<file path="src/rtl/regfile_wb_arbiter.sv">
// regfile_wb_arbiter: arbitrates the single register-file write port between
// the ALU writeback path and the load-return path.
//
// Ports:
//   clk, rst_n                   clock, async active-low reset
//   alu_valid_i/rd_i/data_i      ALU writeback request
//   alu_ready_o                  ALU request accepted this cycle if valid
//   mem_valid_i/rd_i/data_i      load return, never back-pressured
//   rf_we_o/rf_rd_o/rf_data_o    registered register-file write port
//   chk_rd_i                     decode lookup index
//   chk_hit_o/chk_data_o         youngest pending write to chk_rd_i
//   fifo_cnt_o                   ALU holding FIFO occupancy
//
// Loads always win the port. ALU results that lose arbitration are queued
// in a small in-order FIFO and drain whenever no load is returning.
module regfile_wb_arbiter #(
   parameter int DWIDTH = 32,
   parameter int RWIDTH = 5,
   parameter int DEPTH  = 2
) (
   input  logic                       clk,
   input  logic                       rst_n,
   input  logic                       alu_valid_i,
   input  logic [RWIDTH-1:0]          alu_rd_i,
   input  logic [DWIDTH-1:0]          alu_data_i,
   output logic                       alu_ready_o,
   input  logic                       mem_valid_i,
   input  logic [RWIDTH-1:0]          mem_rd_i,
   input  logic [DWIDTH-1:0]          mem_data_i,
   output logic                       rf_we_o,
   output logic [RWIDTH-1:0]          rf_rd_o,
   output logic [DWIDTH-1:0]          rf_data_o,
   input  logic [RWIDTH-1:0]          chk_rd_i,
   output logic                       chk_hit_o,
   output logic [DWIDTH-1:0]          chk_data_o,
   output logic [$clog2(DEPTH+1)-1:0] fifo_cnt_o
);

   localparam int CW = $clog2(DEPTH + 1);
   localparam int PW = (DEPTH > 1) ? $clog2(DEPTH) : 1;

   logic [RWIDTH-1:0] q_rd   [DEPTH];
   logic [DWIDTH-1:0] q_data [DEPTH];
   logic [PW-1:0]     head_q;
   logic [PW-1:0]     tail_q;
   logic [CW-1:0]     cnt_q;

   logic              mem_hit;
   logic              alu_acc;
   logic              alu_nz;
   logic              fifo_ne;
   logic              push;
   logic              pop;
   logic              wr_en;
   logic [RWIDTH-1:0] wr_rd;
   logic [DWIDTH-1:0] wr_data;

   // Pointer increment wrapping modulo DEPTH (DEPTH need not be a power of 2)
   function automatic logic [PW-1:0] ptr_inc(input logic [PW-1:0] p);
      return (p == PW'(DEPTH - 1)) ? '0 : p + PW'(1);
   endfunction

   assign mem_hit     = mem_valid_i && (mem_rd_i != '0);
   assign alu_ready_o = (cnt_q < CW'(DEPTH));
   assign alu_acc     = alu_valid_i && alu_ready_o;
   assign alu_nz      = alu_acc && (alu_rd_i != '0);
   assign fifo_ne     = (cnt_q != '0);
   assign fifo_cnt_o  = cnt_q;

   // Grant: load, then FIFO head, then ALU bypass
   always_comb begin
      wr_en   = 1'b0;
      wr_rd   = mem_rd_i;
      wr_data = mem_data_i;
      push    = 1'b0;
      pop     = 1'b0;
      if (mem_hit) begin
         wr_en = 1'b1;
         push  = alu_nz;
      end else if (fifo_ne) begin
         wr_en   = 1'b1;
         wr_rd   = q_rd[head_q];
         wr_data = q_data[head_q];
         pop     = 1'b1;
         push    = alu_nz;
      end else if (alu_nz) begin
         wr_en   = 1'b1;
         wr_rd   = alu_rd_i;
         wr_data = alu_data_i;
      end
   end

   always_ff @(posedge clk or negedge rst_n) begin
      if (!rst_n) begin
         head_q    <= '0;
         tail_q    <= '0;
         cnt_q     <= '0;
         rf_we_o   <= 1'b0;
         rf_rd_o   <= '0;
         rf_data_o <= '0;
         for (int i = 0; i < DEPTH; i++) begin
            q_rd[i]   <= '0;
            q_data[i] <= '0;
         end
      end else begin
         if (push) begin
            q_rd[tail_q]   <= alu_rd_i;
            q_data[tail_q] <= alu_data_i;
            tail_q         <= ptr_inc(tail_q);
         end
         if (pop) begin
            head_q <= ptr_inc(head_q);
         end
         cnt_q   <= cnt_q + CW'(push) - CW'(pop);
         rf_we_o <= wr_en;
         if (wr_en) begin
            rf_rd_o   <= wr_rd;
            rf_data_o <= wr_data;
         end
      end
   end

   // Lookup: walk oldest to youngest so the last match is the youngest;
   // the registered write is older than anything still in the FIFO.
   always_comb begin : lookup
      logic [PW-1:0] j;
      chk_hit_o  = 1'b0;
      chk_data_o = '0;
      j          = head_q;
      if (rf_we_o && (rf_rd_o == chk_rd_i)) begin
         chk_hit_o  = 1'b1;
         chk_data_o = rf_data_o;
      end
      for (int k = 0; k < DEPTH; k++) begin
         if ((CW'(k) < cnt_q) && (q_rd[j] == chk_rd_i)) begin
            chk_hit_o  = 1'b1;
            chk_data_o = q_data[j];
         end
         j = ptr_inc(j);
      end
      if (chk_rd_i == '0) begin
         chk_hit_o  = 1'b0;
         chk_data_o = '0;
      end
   end

endmodule

</file>
<file path="config.mk">
export PLATFORM = sky130hd
export DESIGN_NAME = regfile_wb_arbiter
export DESIGN_NICKNAME = d
export VERILOG_FILES = /design/src/rtl/regfile_wb_arbiter.sv
export SDC_FILE = /design/constraint.sdc
export NUM_CORES = 1
export LEC_CHECK = 0
export CELL_PAD_IN_SITES_DETAIL_PLACEMENT = 1
export CELL_PAD_IN_SITES_GLOBAL_PLACEMENT = 2
export CORE_ASPECT_RATIO = 0.8
export CORE_MARGIN = 1
export CORE_UTILIZATION = 35
export CTS_CLUSTER_DIAMETER = 60
export DETAILED_ROUTE_END_ITERATION = 16
export GPL_TIMING_DRIVEN = 0
export PLACE_DENSITY_LB_ADDON = 0.1
export SKIP_CTS_REPAIR_TIMING = 1
export SLEW_MARGIN = 20
export SYNTH_ARGS = -nofsm -noshare
export SYNTH_HDL_FRONTEND = slang
export SYNTH_SLANG_ARGS = --single-unit
</file>
<file path="constraint.sdc">
create_clock -name clk -period 4.55 [get_ports clk]
set_input_delay 0.455 -clock clk [delete_from_list [all_inputs] [get_ports clk]]
set_output_delay 0.455 -clock clk [all_outputs]
set_load 0.02 [all_outputs]
</file>
==> run_results.csv <==
group,metric,value,unit
logic_synthesis,synth.cell_area,7070,um^2
layout,area_delta_synth_final,34.7,%
routing,post-route-drc-count,0,
routing,wl,29300,um
status,outcome,"finished with violations",
floorplan,dieHeight,129,um
routing,detail_route.first_pass.iterations,5,
logic_synthesis,synth_common_cells,"dfrtp_1 (116), mux2_2 (98), clkbuf_1 (50)",
logic_synthesis,ys_ff_latch,116,
clock_tree,cts_tree,"yes",
sta,hold_viol_final,3,
pwr,p_clk_share,17.4,%
global_route,grt_pass1_vias,7245,
pwr,p_sw,3.26,mW
global_route,gr-usage-all-layers,28.8,%
critical_path,crit_required,4.09,ns
global_route,overflow,0,
floorplan,start_util,35.7,%
pwr,total_power,7.34,mW
clock_tree,cts_buffer_depth,2,
logic_synthesis,synth-async-reset-ratio,100,%
placement,hpwl,20200,um
critical_path,end_kind,"output port",
sta,slew_headroom,34.0,%
logic_synthesis,syn_area_per_cell,10.6,um^2
routing,drt_iter0_markers,421,
critical_path,worstPathMaxFanout,10,
status,violations,"negative hold slack",
floorplan,die_w,161,um
logic_synthesis,synth_cell_types,42,
layout,final_area,9520,um^2
logic_synthesis,ys_seq_area_share,41.1,%
sta,max_freq,226,MHz
global_route,grt_pass1_wl,45000,um
min_path,min_path_type,"in2async",
pwr,pwr-share-comb,55.1,%
pwr,p_int,4.08,mW
clock_tree,clkSlewWorstSetupHoldPaths,0.06,ns
global_route,use_met2,46.6,%
pwr,ir_worst_vdd,321,uV
clock_tree,cts_sinks,116,
floorplan,rows,46,
logic_synthesis,synth_edf_count,0,
global_route,antenna_found_initial,0,
placement,io_buffers,155,
placement,gp_congestion,0.860,
clock_tree,htreeDepth,4,
pwr,pwr-share-seq,27.5,%
logic_synthesis,synthTopCellsByArea,"dfrtp_1 (41%), mux2_2 (16%), o221a_2 (5.1%)",
layout,fin_cells,1118,
layout,fillerInstances,2165,
sta,slew_violations,0,
critical_path,crit_arrival,3.96,ns
sta,skew,0.00954,ns
floorplan,ios,157,
global_route,top_usage_layer,"met2",
logic_synthesis,postSynthCellCount,668,
logic_synthesis,synth-main-ff-cell,"dfrtp_1",
sta,post-route-period-util,97.1,%
global_route,globalRouteMet3Util,5.51,%
global_route,grt.met1_usage,39.5,%
clock_tree,cts_made_buffers,17,
layout,fin_nets,927,
clock_tree,root_buffer,"clkbuf_16",
logic_synthesis,yosys.area.top_type,"dfrtp_1",
pwr,power_per_cell_area,771,nW/um^2
logic_synthesis,synth_fp_nets,752,
routing,postRouteAntennaNets,0,
global_route,grt_max_degree,67,
logic_synthesis,synth_top_area_share,41.1,%
pwr,p_sw_share,44.4,%
sta,rsz0062_at_grt,"no",
critical_path,critical_path_class,"reg2out",
layout,final_core_util,48.1,%
sta,min_period,4.42,ns
logic_synthesis,ys_warn_count,0,
sta,tightestPinTransition,0.985,ns
routing,vias,6809,
critical_path,startpoint_type,"flip-flop",
floorplan,core_area,19800,um^2
placement,place_area,8980,um^2
job,maxCapViolCount,0,
routing,avgRoutedWirePerCell,26.2,um
layout,layout-drive-gt1-share,21.9,%
sta,holdWs,-0.00826,ns
clock_tree,insertion_delay,0.42,ns
sta,setup_violations,0,
logic_synthesis,synth_most_common_cell,"dfrtp_1",
floorplan,die-area,20800,um^2
routing,detail_route.vias_per_cell,6.09,
pwr,power_leakage,3.52,nW
placement,place_inst,1088,
## worst max-delay path: stages, from the launching register on
cell and delay, ns:
dfrtp_1 0.34, buf_6 0.17, buf_6 0.20, mux2i_1 0.24, xor2_1 0.18, nand4_1 0.38
or2_2 0.42, clkbuf_1 0.18, buf_2 0.26, a311oi_1 0.44, clkdlybuf4s50_1 0.70
## per-stage QoR
stage,TNS (ns),worst slack (ns)
2_1_floorplan,0,1.70
3_3_place_gp,-207.25,-1.80
3_5_place_dp,0,0.141
4_1_cts,0,0.0431
5_1_grt,0,0.0120
6_report,0,0.131
## per-layer routing
metal	vias up	share of wire (%)
li1	2973	-
met1	3525	46
met2	276	47
met3	35	6.0
met4	0	1.4
met5	-	0
## layout by cell type (no fill, tap or decap), types with 14 or more instances in the layout
cell type        netlist  layout
clkdlybuf4s50_1        0     154
dfrtp_1              116     116
mux2_2                98      98
clkbuf_1              50      51
nand2_1               46      46
o211ai_1              33      33
nor2b_1               33      33
o21ai_0               33      33
a2111oi_0             32      32
a311oi_1              32      32
o221a_2               32      32
nand3_1               27      27
or4_1                 27      27
mux2i_1               17      17
clkbuf_16              0      17
xor2_1                14      14
## state kept, by name, summed over array words and instances (netlist names)
| register | count |
|---|---|
| rf_data_o | 32 |
| q_rd | 10 |
| rf_we_o | 1 |
| tail_q | 1 |
| rf_rd_o | 5 |
| head_q | 1 |
| fifo_cnt_o | 2 |
| q_data | 64 |
## worst paths after layout
| check | startpoint | end | slack, ns | cells past startpoint |
|---|---|---|---|---|
| hold reg to reg | tail_q | tail_q | 0.52 | 1 |
| setup / recovery | head_q | chk_data_o[19] | 0.13 | 10 |
| setup reg to reg | fifo_cnt_o[1] | q_data[59] | 1.55 | 5 |
| hold / removal | rst_n | rf_data_o[7] | -0.008 | 1 |
| max in group asynchronous | rst_n | q_data[8] | 3.80 | 2 |
| min in group clk | tail_q | tail_q | 0.52 | 1 |
## cell families (layout without fill, tap and decap cells)
logic type | count (synthesis) | after routing | share of synthesized area [%]
multiplexers | 117 | 117 | 18.5
XOR/XNOR | 18 | 18 | 2.34
flip-flops | 116 | 116 | 41.1
other | 0 | 1 | 0
buffers and inverters | 76 | 261 | 4.90
AND/OR/NAND/NOR | 159 | 159 | 12.3
adder cells (fa/ha/maj) | 1 | 1 | 0.177
AO/OA/AOI/OAI | 181 | 181 | 20.7
## power by group through the flow
stage                     Clock [mW]  Sequential, mW  Combinational [mW]
after floorplan                    0            2.08                2.26
after global placement             0            1.96                3.90
after detailed placement           0            2.01                3.99
after CTS                       1.29            2.01                4.03
after global routing            1.33            2.08                4.30
final                           1.28            2.02                4.04
## final cells by class
class | count | area (um^2) | share of cell area [%]
Multi-Input combinational cell | 476 | 3830 | 40.2
Timing Repair Buffer | 156 | 1580 | 16.6
Tap cell | 264 | 330 | 3.47
Inverter | 1 | 3.75 | 0.0394
Clock inverter | 6 | 55.1 | 0.578
Antenna cell | 1 | 2.50 | 0.0263
Clock buffer | 23 | 478 | 5.02
Sequential cell | 116 | 2900 | 30.5
Buffer | 75 | 345 | 3.63
Power figures use the tool's default switching activity.
==> edit, RTL diff (config.mk and constraints unchanged) <==
Put one more register stage on the output `fifo_cnt_o`, cleared by the reset. The value now appears one clock later. The other outputs are not delayed to match.
--- a/src/rtl/regfile_wb_arbiter.sv
+++ b/src/rtl/regfile_wb_arbiter.sv
@@ -65,7 +65,13 @@
    assign alu_acc     = alu_valid_i && alu_ready_o;
    assign alu_nz      = alu_acc && (alu_rd_i != '0);
    assign fifo_ne     = (cnt_q != '0);
-   assign fifo_cnt_o  = cnt_q;
+   always_ff @(posedge clk or negedge rst_n) begin
+      if (!rst_n) begin
+         fifo_cnt_o <= '0;
+      end else begin
+         fifo_cnt_o <= cnt_q;
+      end
+   end
 
    // Grant: load, then FIFO head, then ALU bypass
    always_comb begin
Check against the original RTL: not equivalent (a bounded check fails within 4 cycles, from zero or initial values and one cycle with rst_n low).
==> edit against the original RTL <==
- the run ends with negative hold slack, negative setup slack left
- cell area up 0.89%
- synthesized area decreased by 0.28%
- sequential share of layout area increased by 0.25 points
- combinational power fell by 2%
- clock skew is 0.0028 ns lower
- worst setup slack got worse by 0.14 ns
- clock power increased by 18%
- wire length fell by 4.4%
- sequential cell count is 2 higher
- via count decreased by 0.18%
- power rose by 1.9%
==> edit: results (changes against the original RTL) <==
Outcome
  – Status: complete, but fails checks (unchanged)
  – Failing checks: negative hold slack, negative setup slack (was negative hold slack)

Global route
  – Met1 global-route usage: 0.381 (was 0.395)
  – Largest net degree at the start of global routing: 64 (was 67)
  – GRT Util Overall: 0.280 (was 0.288)
  – GR Layer Usage met2: 0.444 (was 0.466)
  – First-pass GRT wire length: 43.8 mm (was 45.0 mm)

Worst setup path
  – Critical path startpoint: chk_rd_i[1] (was head_q)
  – FF-to-FF Start: cnt_q[1] (was fifo_cnt_o[1])
  – WS Path Type: in -> out (was reg -> out)
  – Internal reg-to-reg setup slack: 1.82 ns (was 1.55 ns)
  – Reg2Reg Depth: 6 (was 5)
  – Worst r2r dst: q_data[46] (was q_data[59])
  – Critical path arrival: 4.10 ns (was 3.96 ns)

Logic synthesis
  – Share of the yosys chip area belonging to registers: 0.419 (was 0.411)
  – Top cells by count, synth: dfrtp_1 (118), mux2_2 (104), clkbuf_1 (61), nand2_1 (38), o21ai_0 (37) (was dfrtp_1 (116), mux2_2 (98), clkbuf_1 (50), nand2_1 (46))
  – Leading post-synthesis cells by cell area: dfrtp_1 (42%), mux2_2 (17%), o221a_2 (4.6%) (was dfrtp_1 (41%), mux2_2 (16%), o221a_2 (5.1%))
  – Post-Synth Adder-Cell Area: 0.00178 (was 0.00177)
  – Syn Area/Cell: 10.4 um2 (was 10.6 um2)

Timing
  – Post-route worst setup slack: -0.00741 ns (was 0.131 ns)
  – Endpoints failing setup: 1 (was 0)
  – Fin. Hold Viols: 3 (unchanged)
  – Rel. slew slack: 0.321 (was 0.340)
  – Worst Hold Margin: -0.0174 ns (was -0.00826 ns)

Route
  – DRT iter0 DRCs: 529 (was 421)
  – Wire length on met3: 1.68 mm (was 1.75 mm)
  – WL/cell: 24.8 um (was 26.2 um)
  – M1 WL: 12.8 mm (was 13.4 mm)
  – WL met2: 13.0 mm (was 13.7 mm)

Cells and area
  – # diodes: 0 (was 1)
  – Finished Layout Cells: 1,128 (was 1,118)
  – Nets@finish: 935 (was 927)

Power and ir drop
  – Leakage: 3.53 nW (was 3.52 nW)
edit: changes by cell type after synthesis, sizes merged, moves of 8 or more:
cell    change
buf         -9
clkbuf     +11
mux2i       -8
nand4      +31
or4        -24
edit: area by class of cell:
cell class / instances / share of cell area
Buffer: 77 / 0.0335
Clock buffer: 18 / 0.0457
Clock inverter: 14 / 0.0215
Inverter: 2 / 0.000781
Multi-Input combinational cell: 479 / 0.392
Sequential cell: 118 / 0.307
Tap cell: 264 / 0.0344
Timing Repair Buffer: 156 / 0.164
edit: logic make-up (layout without fill, tap and decap cells):
| kind of cell | Yosys count | count (layout) |
|---|---|---|
| AO/OA/AOI/OAI | 179 | 179 |
| XOR/XNOR | 18 | 18 |
| adder cells (fa/ha/maj) | 1 | 1 |
| buffers and inverters | 79 | 267 |
| flip-flops | 118 | 118 |
| multiplexers | 116 | 116 |
| AND/OR/NAND/NOR | 165 | 165 |
edit: power by group:
group          total (mW)  leakage (nW)  internal [mW]  switching, mW
Combinational        3.94          1.84           1.68           2.26
Sequential           2.04          1.39           1.59          0.450
Clock                1.51         0.311          0.980          0.526
edit: worst max-delay path, stage by stage:
cell and delay [ns]:
clkdlybuf4s50_1 0.53, xor2_1 0.20, nor4_1 0.35, and3_1 0.20, clkbuf_1 0.42, buf_1 0.48, o211ai_1 0.24, a311oi_1 0.52
clkdlybuf4s50_1 0.70
edit: through the flow:
step | instance area, um2 | worst slack, ns | total power, mW | util
detailed placement | 8960 | 0.0210 | 5.93 | 0.452
global placement | 8930 | -1.77 | 5.79 | 0.451
floorplan | 7050 | 1.77 | 4.34 | -
CTS | 9600 | 0.00237 | 7.48 | 0.485
finish | 9610 | -0.00741 | 7.48 | 0.485
global route | 9610 | -0.101 | 7.88 | 0.485
